## config.mk

```make
export PLATFORM = sky130hd
export DESIGN_NAME = waveform_reader
export DESIGN_NICKNAME = d
export VERILOG_FILES = /design/src/rtl/waveform_reader.sv
export SDC_FILE = /design/constraint.sdc
export NUM_CORES = 1
export LEC_CHECK = 0
export CAP_MARGIN = 10
export CELL_PAD_IN_SITES_DETAIL_PLACEMENT = 0
export CELL_PAD_IN_SITES_GLOBAL_PLACEMENT = 2
export CORE_MARGIN = 4
export CORE_UTILIZATION = 24
export CTS_BUF_LIST = sky130_fd_sc_hd__clkbuf_8 sky130_fd_sc_hd__clkbuf_16
export CTS_CLUSTER_DIAMETER = 30
export DETAILED_ROUTE_END_ITERATION = 10
export PLACE_DENSITY_LB_ADDON = 0.05
export SYNTH_ARGS = -nofsm -noshare
export SYNTH_HDL_FRONTEND = slang
export SYNTH_SLANG_ARGS = --single-unit
export TNS_END_PERCENT = 100
```

## constraint.sdc

```tcl
create_clock -name clk -period 1.5 [get_ports clk]
set_input_delay 0.15 -clock clk [delete_from_list [all_inputs] [get_ports clk]]
set_output_delay 0.15 -clock clk [all_outputs]
set_load 0.05 [all_outputs]
```

## src/rtl/waveform_reader.sv

```systemverilog
// waveform_reader
//
// Display-side reader for the double-buffered scope capture RAMs. The reader
// walks the committed integrator and comparator buffers one sample per
// raster column and renders both traces as 12-bit RGB pixels. It also issues
// the once-per-frame can_commit pulse, which lets the capture side swap
// buffers only during vertical blanking.
//
// Pipeline (hcount/vcount presented in cycle n):
//   A (edge n+1): RAM address, out-of-range flag, raster row, syncs, blank
//   B (edge n+2): RAM data valid; sample rows computed combinationally
//   C (edge n+3): pixel and delayed syncs/blank registered
//
// Build option:
//   WAVEFORM_CONNECT_EN  defined   -> each trace is drawn as a connected line
//                                     (vertical run from previous sample row)
//                        undefined -> dot plot, no previous-sample registers
//
// Ports:
//   clk              pixel/system clock
//   reset            asynchronous, active-high
//   hcount[10:0]     raster column (>= H_ACTIVE is off-screen, drawn black)
//   vcount[9:0]      raster row
//   hsync_in, vsync_in, blank_in   raster timing in
//   freeze           suppresses can_commit (holds the current display)
//   integrator_dout  integrator buffer data for waveform_addr, 1-cycle latency
//   comparator_dout  comparator buffer data for waveform_addr, 1-cycle latency
//   waveform_addr    buffer read address (hcount[9:0], registered)
//   can_commit       single-cycle buffer-swap permission
//   pixel[11:0]      RGB 4:4:4
//   hsync_out, vsync_out, blank_out   timing delayed to line up with pixel
//
// Commit FSM:
//   state  | meaning
//   DRAW   | active video; waiting for vcount to reach V_ACTIVE
//   VBLANK | pulse already issued this frame; waiting for vcount == 0

module waveform_reader #(
    parameter int          H_ACTIVE  = 1024,
    parameter int          V_ACTIVE  = 768,
    parameter int          INT_BASE  = 300,
    parameter int          CMP_BASE  = 700,
    parameter int          VSHIFT    = 2,
    parameter logic [11:0] INT_COLOR = 12'h0F0,
    parameter logic [11:0] CMP_COLOR = 12'hFF0
) (
    input  logic        clk,
    input  logic        reset,
    input  logic [10:0] hcount,
    input  logic [9:0]  vcount,
    input  logic        hsync_in,
    input  logic        vsync_in,
    input  logic        blank_in,
    input  logic        freeze,
    input  logic [9:0]  integrator_dout,
    input  logic [9:0]  comparator_dout,
    output logic [9:0]  waveform_addr,
    output logic        can_commit,
    output logic [11:0] pixel,
    output logic        hsync_out,
    output logic        vsync_out,
    output logic        blank_out
);

    localparam logic [10:0] H_ACTIVE_W = 11'(H_ACTIVE);
    localparam logic [9:0]  V_ACTIVE_W = 10'(V_ACTIVE);
    localparam logic [9:0]  INT_BASE_W = 10'(INT_BASE);
    localparam logic [9:0]  CMP_BASE_W = 10'(CMP_BASE);

    typedef enum logic {
        DRAW   = 1'b0,
        VBLANK = 1'b1
    } state_t;

    // ------------------------------------------------------------------
    // Registers
    // ------------------------------------------------------------------
    state_t      state_q,      state_d;
    logic        can_commit_q, can_commit_d;

    // stage A
    logic [9:0]  addr_q,  addr_d;
    logic        oor_a_q, oor_a_d;
    logic [9:0]  vc_a_q,  vc_a_d;
    logic        hs_a_q,  hs_a_d;
    logic        vs_a_q,  vs_a_d;
    logic        bl_a_q,  bl_a_d;

    // stage B
    logic        oor_b_q, oor_b_d;
    logic [9:0]  vc_b_q,  vc_b_d;
    logic        hs_b_q,  hs_b_d;
    logic        vs_b_q,  vs_b_d;
    logic        bl_b_q,  bl_b_d;

    // stage C
    logic [11:0] pixel_q, pixel_d;
    logic        hs_c_q,  hs_c_d;
    logic        vs_c_q,  vs_c_d;
    logic        bl_c_q,  bl_c_d;

`ifdef WAVEFORM_CONNECT_EN
    // col0 marks the first column of a line; val marks a real sample (not a
    // reset-filled pipeline slot) so prev only ever holds genuine rows.
    logic        col0_a_q, col0_a_d;
    logic        col0_b_q, col0_b_d;
    logic        val_a_q,  val_a_d;
    logic        val_b_q,  val_b_d;
    logic [9:0]  prev_i_q, prev_i_d;
    logic [9:0]  prev_c_q, prev_c_d;
`endif

    // ------------------------------------------------------------------
    // Combinational
    // ------------------------------------------------------------------
    logic [9:0]  row_i;
    logic [9:0]  row_c;
    logic        hit_i;
    logic        hit_c;

    // Base rows are at least 1023 >> VSHIFT, so these never wrap.
    always_comb begin
        row_i = INT_BASE_W - (integrator_dout >> VSHIFT);
        row_c = CMP_BASE_W - (comparator_dout >> VSHIFT);
    end

`ifdef WAVEFORM_CONNECT_EN
    logic [9:0] prev_i_eff, prev_c_eff;
    logic [9:0] lo_i, hi_i, lo_c, hi_c;

    always_comb begin
        // At column 0 the previous sample belongs to the last line; treat
        // it as equal to the current row so no segment crosses line start.
        prev_i_eff = col0_b_q ? row_i : prev_i_q;
        prev_c_eff = col0_b_q ? row_c : prev_c_q;
        lo_i  = (prev_i_eff < row_i) ? prev_i_eff : row_i;
        hi_i  = (prev_i_eff < row_i) ? row_i : prev_i_eff;
        lo_c  = (prev_c_eff < row_c) ? prev_c_eff : row_c;
        hi_c  = (prev_c_eff < row_c) ? row_c : prev_c_eff;
        hit_i = (vc_b_q >= lo_i) && (vc_b_q <= hi_i);
        hit_c = (vc_b_q >= lo_c) && (vc_b_q <= hi_c);
        prev_i_d = val_b_q ? row_i : prev_i_q;
        prev_c_d = val_b_q ? row_c : prev_c_q;
    end
`else
    always_comb begin
        hit_i = (vc_b_q == row_i);
        hit_c = (vc_b_q == row_c);
    end
`endif

    // Raster pipeline
    always_comb begin
        addr_d  = hcount[9:0];
        oor_a_d = (hcount >= H_ACTIVE_W);
        vc_a_d  = vcount;
        hs_a_d  = hsync_in;
        vs_a_d  = vsync_in;
        bl_a_d  = blank_in;

        oor_b_d = oor_a_q;
        vc_b_d  = vc_a_q;
        hs_b_d  = hs_a_q;
        vs_b_d  = vs_a_q;
        bl_b_d  = bl_a_q;

        hs_c_d  = hs_b_q;
        vs_c_d  = vs_b_q;
        bl_c_d  = bl_b_q;

`ifdef WAVEFORM_CONNECT_EN
        col0_a_d = (hcount == 11'd0);
        col0_b_d = col0_a_q;
        val_a_d  = 1'b1;
        val_b_d  = val_a_q;
`endif
    end

    // Pixel select; integrator drawn on top of comparator.
    always_comb begin
        pixel_d = 12'h000;
        if (!bl_b_q && !oor_b_q) begin
            if (hit_i) begin
                pixel_d = INT_COLOR;
            end else if (hit_c) begin
                pixel_d = CMP_COLOR;
            end
        end
    end

    // Commit FSM: one permission pulse per frame, at the first V_ACTIVE row.
    always_comb begin
        state_d      = state_q;
        can_commit_d = 1'b0;
        case (state_q)
            DRAW: begin
                if (vcount == V_ACTIVE_W) begin
                    state_d      = VBLANK;
                    can_commit_d = ~freeze;
                end
            end
            VBLANK: begin
                if (vcount == 10'd0) begin
                    state_d = DRAW;
                end
            end
            default: state_d = DRAW;
        endcase
    end

    // ------------------------------------------------------------------
    // Sequential
    // ------------------------------------------------------------------
    always_ff @(posedge clk or posedge reset) begin
        if (reset) begin
            state_q      <= DRAW;
            can_commit_q <= 1'b0;
            addr_q       <= 10'd0;
            oor_a_q      <= 1'b0;
            vc_a_q       <= 10'd0;
            hs_a_q       <= 1'b0;
            vs_a_q       <= 1'b0;
            bl_a_q       <= 1'b1;
            oor_b_q      <= 1'b0;
            vc_b_q       <= 10'd0;
            hs_b_q       <= 1'b0;
            vs_b_q       <= 1'b0;
            bl_b_q       <= 1'b1;
            pixel_q      <= 12'h000;
            hs_c_q       <= 1'b0;
            vs_c_q       <= 1'b0;
            bl_c_q       <= 1'b1;
        end else begin
            state_q      <= state_d;
            can_commit_q <= can_commit_d;
            addr_q       <= addr_d;
            oor_a_q      <= oor_a_d;
            vc_a_q       <= vc_a_d;
            hs_a_q       <= hs_a_d;
            vs_a_q       <= vs_a_d;
            bl_a_q       <= bl_a_d;
            oor_b_q      <= oor_b_d;
            vc_b_q       <= vc_b_d;
            hs_b_q       <= hs_b_d;
            vs_b_q       <= vs_b_d;
            bl_b_q       <= bl_b_d;
            pixel_q      <= pixel_d;
            hs_c_q       <= hs_c_d;
            vs_c_q       <= vs_c_d;
            bl_c_q       <= bl_c_d;
        end
    end

`ifdef WAVEFORM_CONNECT_EN
    always_ff @(posedge clk or posedge reset) begin
        if (reset) begin
            col0_a_q <= 1'b0;
            col0_b_q <= 1'b0;
            val_a_q  <= 1'b0;
            val_b_q  <= 1'b0;
            prev_i_q <= 10'd0;
            prev_c_q <= 10'd0;
        end else begin
            col0_a_q <= col0_a_d;
            col0_b_q <= col0_b_d;
            val_a_q  <= val_a_d;
            val_b_q  <= val_b_d;
            prev_i_q <= prev_i_d;
            prev_c_q <= prev_c_d;
        end
    end
`endif

    assign waveform_addr = addr_q;
    assign can_commit    = can_commit_q;
    assign pixel         = pixel_q;
    assign hsync_out     = hs_c_q;
    assign vsync_out     = vs_c_q;
    assign blank_out     = bl_c_q;

endmodule
```

[Yosys cells after proc, flatten, opt, wreduce, memory -nomap -nowiden]
Index checks and enable logic that the tools add are counted.
Word-level totals
  flip-flop bits (word level): 55
  input bits: 47
  output and inout bits: 26
  word-level logic and storage cells: 37
Operators by class
  add/subtract/negate cells: 2
  $lt $le $gt $ge: 1
  equal/unequal tests: 3
  muxes and demuxes: 8
  bitwise logic cells: 2
  reductions and logical operators: 4
Operator list (number)
  $mux W12: 3
  $eq A10 B10 Y1: 2
  $ge A11 B11 Y1 const B: 1
  $eq A10 B10 Y1 const B: 1
  $logic_not A10 Y1: 1
  $sub A10 B8 Y10 const A: 1
  $sub A9 B8 Y10 const A: 1
  $mux W1: 4
  $logic_not A1 Y1: 2
  $not A1 Y1: 2
  $pmux W1 S2: 1
  $logic_and A1 B1 Y1: 1

[Depth between registers and ports, before layout]
  depth in word-level cells: 5
  mapped depth: 8
  mapped depth without buffers: 8

[Worst setup path after synthesis]
Ideal clock, no wire load.
  path kind: input to register
  start point: input port integrator_dout[2]
  end point: register pixel_q[7], in the netlist pixel[7]
  setup time: 0.095 ns
  arrival time: 1.650 ns
  required time: 1.405 ns
  path slack: -0.246 ns
  stages on the path: 8
  path buffers: 0
  cell sequence: inv_1 > ha_1 > xor2_1 > or3_1 > a311o_1 > a211oi_2 > nand2_1 > o31ai_1
Between the ends
  longest elaborated chain between the ends: 4
Ends and longest elaborated chain
  start, declared: line 55  | input logic [9:0] integrator_dout,
  $sub A9 B8 Y10: line 123  | row_i = INT_BASE_W - (integrator_dout >> VSHIFT);
  $eq A10 B10 Y1: line 147  | hit_i = (vc_b_q == row_i);
  $mux W12: line 183  | if (hit_i) begin
  $mux W12: line 182  | if (!bl_b_q && !oor_b_q) begin
  end signal, assigned: line 247  | pixel_q <= pixel_d;
  end, declared: line 97  | logic [11:0] pixel_q, pixel_d;
No other way between the ends.

[Final worst setup path]
  start point: register vc_b_q[1]
  end point: register pixel_q[7], in the netlist pixel[7]
Between the ends
  longest elaborated chain between the ends: 4
  elaborated cells between the ends (all ways): 5
  classes of those cells: eq/ne (2); mux (3)
Ends and longest elaborated chain
  start, declared: line 91  | logic [9:0] vc_b_q, vc_b_d;
  start signal, assigned: line 243  | vc_b_q <= vc_b_d;
  $eq A10 B10 Y1: line 148  | hit_c = (vc_b_q == row_c);
  $mux W12: line 185  | end else if (hit_c) begin
  $mux W12 (*): line 183
  $mux W12 (*): line 182
Mark *: on every way between the ends. The rest lies on a longest branch, timed or not.

==> impl_metrics.yaml <==
clock_tree:
  cts_hold_buf: 0
  cts_tree: "yes"
  htree_levels: 2
  clock_latency_ps: 280
  cts.sinks: 45
  cts.path.max_buffers: 2
  cts_buffers: 5
  cts_root_buf: "clkbuf_8"
  clkTransAtPathRegs_ps: 70
power:
  clockPowerShare_pct: 28.5
  swShare_pct: 25.0
  p_switching_w: 0.000621
  peakVddDrop_v: 0.000568
  leakagePower_nw: 1.25
  p_int_w: 0.00186
  power.density_mw_per_mm2: 897
  combPwrFrac_pct: 19.2
  p_seq_share_pct: 52.3
die:
  core-area_mm2: 0.00733
  die-area_mm2: 0.00904
  io_pins: 73
  initial_utilization_pct: 24.8
  die_h_um: 95.1
  row_count: 31
  die_w_um: 95.1
route:
  drtIter0Drc: 35
  drt-wirelength-per-cell_um: 12.6
  vias: 1330
  drc_errors: 0
  wl_mm: 4.23
  dr.pass1.iters: 4
  via_per_inst: 3.97
  antenna_left: 0
global_routing:
  grt_pass1_vias: 1431
  antenna_found_initial: 0
  grt_pass1_wl_mm: 6.60
  grt_max_degree: 32
  grt_overflow: 0
  grt_usage_pct: 9.70
placed_design:
  dp_slack_ps: -826
  io_buffers: 64
  gp_congestion: 0.689
  dpl.hpwl_mm: 3.52
logic_synthesis:
  yosysMostFrequentCell: "dfrtp_1"
  synth-warning-count: 0
  synth-seq-area-share_pct: 62.1
  syn_avg_cell_area_um2: 12.1
  synth.top_cell.area_share_pct: 57.7
  yosys_register_bits: 45
  synth-edff-count: 0
  netlist_top_cells_count: "dfrtp_1, inv_1, xor2_1"
  synth-main-ff-cell: "dfrtp_1"
  synthArstFlopShare_pct: 100
  ys_types: 40
  yosys-top-cells-area: "dfrtp_1, xor2_1, xnor2_1, dfstp_2, buf_4"
  yosysTopAreaCell: "dfrtp_1"
  netlist_area_mm2: 0.00182
  syn_inst: 150
timing:
  finalHoldViolations: 0
  rsz0062_at_grt: "yes"
  finalClockSkew_ps: 9.31
  tightest_slew_ps: 556
  setup_slack_ps: -238
  setup_viol: 2
  min_period_ps: 1740
  fmax_mhz: 575
  report.final.slew_viol_count: 0
  slew_headroom_pct: 62.7
  hold_slack_ps: 154
  fin_crit_sh_pct: 116
hold_path:
  hold_path.class: "primary input to async pin"
worst_setup_path:
  crit_path_end_kind: "register"
  worstSetupStartpointType: "register"
  cp_max_fo: 2
  critPathKind: "register to register"
  worstPathRequired_ps: 1690
  critical_path_arrival_ps: 1930
final_layout:
  utilization_pct: 37.8
  syn2layout_area_growth_pct: 52.2
  layout-drive-gt1-share_pct: 28.0
  final_nets: 285
  antenna_cells: 0
outcome:
  violations: "negative setup slack"
  status: "finished with violations"
run:
  maxCapViolCount: 0
## area by class of cell
class	instances	area, µm²
Fill cell	734	4560
Sequential cell	45	1130
Timing Repair Buffer	87	781
Multi-Input combinational cell	86	608
Tap cell	99	124
Clock buffer	6	82.6
Inverter	11	41.3
Clock inverter	1	3.75
## state kept, by name (all words and copies together) (netlist names)
| name | flops |
|---|---|
| vc_b_q | 10 |
| pixel | 2 |
| bl_a_q | 1 |
| waveform_addr | 10 |
| blank_out | 1 |
| bl_b_q | 1 |
| vs_b_q | 1 |
| vc_a_q | 10 |
| can_commit | 1 |
| vs_a_q | 1 |
| oor_a_q | 1 |
| hsync_out | 1 |
| state_q | 1 |
| hs_b_q | 1 |
| hs_a_q | 1 |
| oor_b_q | 1 |
| vsync_out | 1 |
## final timing paths
check | slack (ps) | endpoint | cells past startpoint | start
setup / recovery | -240 | pixel[7] | 6 | vc_b_q[1]
hold / removal | 150 | vsync_out | 2 | reset
setup reg to reg | -240 | pixel[7] | 6 | vc_b_q[1]
hold reg to reg | 350 | oor_b_q | 0 | oor_a_q
max in group asynchronous | 850 | vc_b_q[9] | 3 | reset
min in group clk | 270 | bl_a_q | 1 | blank_in
## power groups by stage
stage	combinational, W	sequential [W]	clock [W]
3_3_place_gp	0.000475	0.00132	0
6_report	0.000476	0.00130	0.000709
3_5_place_dp	0.000481	0.00132	0
2_1_floorplan	0.000176	0.00138	0
5_1_grt	0.000515	0.00131	0.000807
4_1_cts	0.000482	0.00130	0.000756
## timing repair
action	CTS	global route
endpoints found under the hold margin	0	0
pin swaps	4	5
gates resized for setup	6	3
setup buffers	1	0
endpoints found under the setup margin	2	2
## worst max-delay path: stages, from the launching register on
cell	delay (ps)
dfrtp_1	400
xor2_1	140
or3_1	350
a311o_1	280
a211oi_2	210
nand2_1	80
o31ai_1	190
## stage by stage
| stage | cell area [µm²] | power [W] | cells | TNS [ps] |
|---|---|---|---|---|
| 3_5_place_dp | 2670 | 0.00181 | 327 | -1660 |
| 6_report | 2770 | 0.00249 | 335 | -443 |
| 4_1_cts | 2750 | 0.00254 | 335 | -662 |
| 5_1_grt | 2770 | 0.00263 | 335 | -679 |
| 2_1_floorplan | 1840 | 0.00156 | 153 | -256 |
| 3_3_place_gp | 2670 | 0.00180 | 327 | -1580 |
## cell usage in the layout (no fill, tap or decap), drive strengths merged, types with 6 or more instances in the layout
cell type and count:
buf 45, nand2 9, xor2 11, xnor2 10, inv 11, dfrtp 42
o21ai 7, clkdlybuf4s50 37, nor2 7, clkbuf 6
## cell families after synthesis
| kind of cell | Yosys count | share of synthesized area [%] |
|---|---|---|
| flip-flops | 45 | 62.1 |
| buffers and inverters | 22 | 6.60 |
| adder cells (fa/ha/maj) | 2 | 1.37 |
| AO/OA/AOI/OAI | 23 | 9.00 |
| multiplexers | 1 | 0.550 |
| other | 1 | 0.206 |
| XOR/XNOR | 21 | 10.1 |
| AND/OR/NAND/NOR | 35 | 10.1 |
## metal layers
layer / part of all wire [%] / global-route usage [%]
met1: 41 / 11.0
met2: 52 / 17.1
met3: 6.2 / 3.24
met4: 1.3 / 3.25
met5: 0 / 0
(Power assumes the default switching activity.)
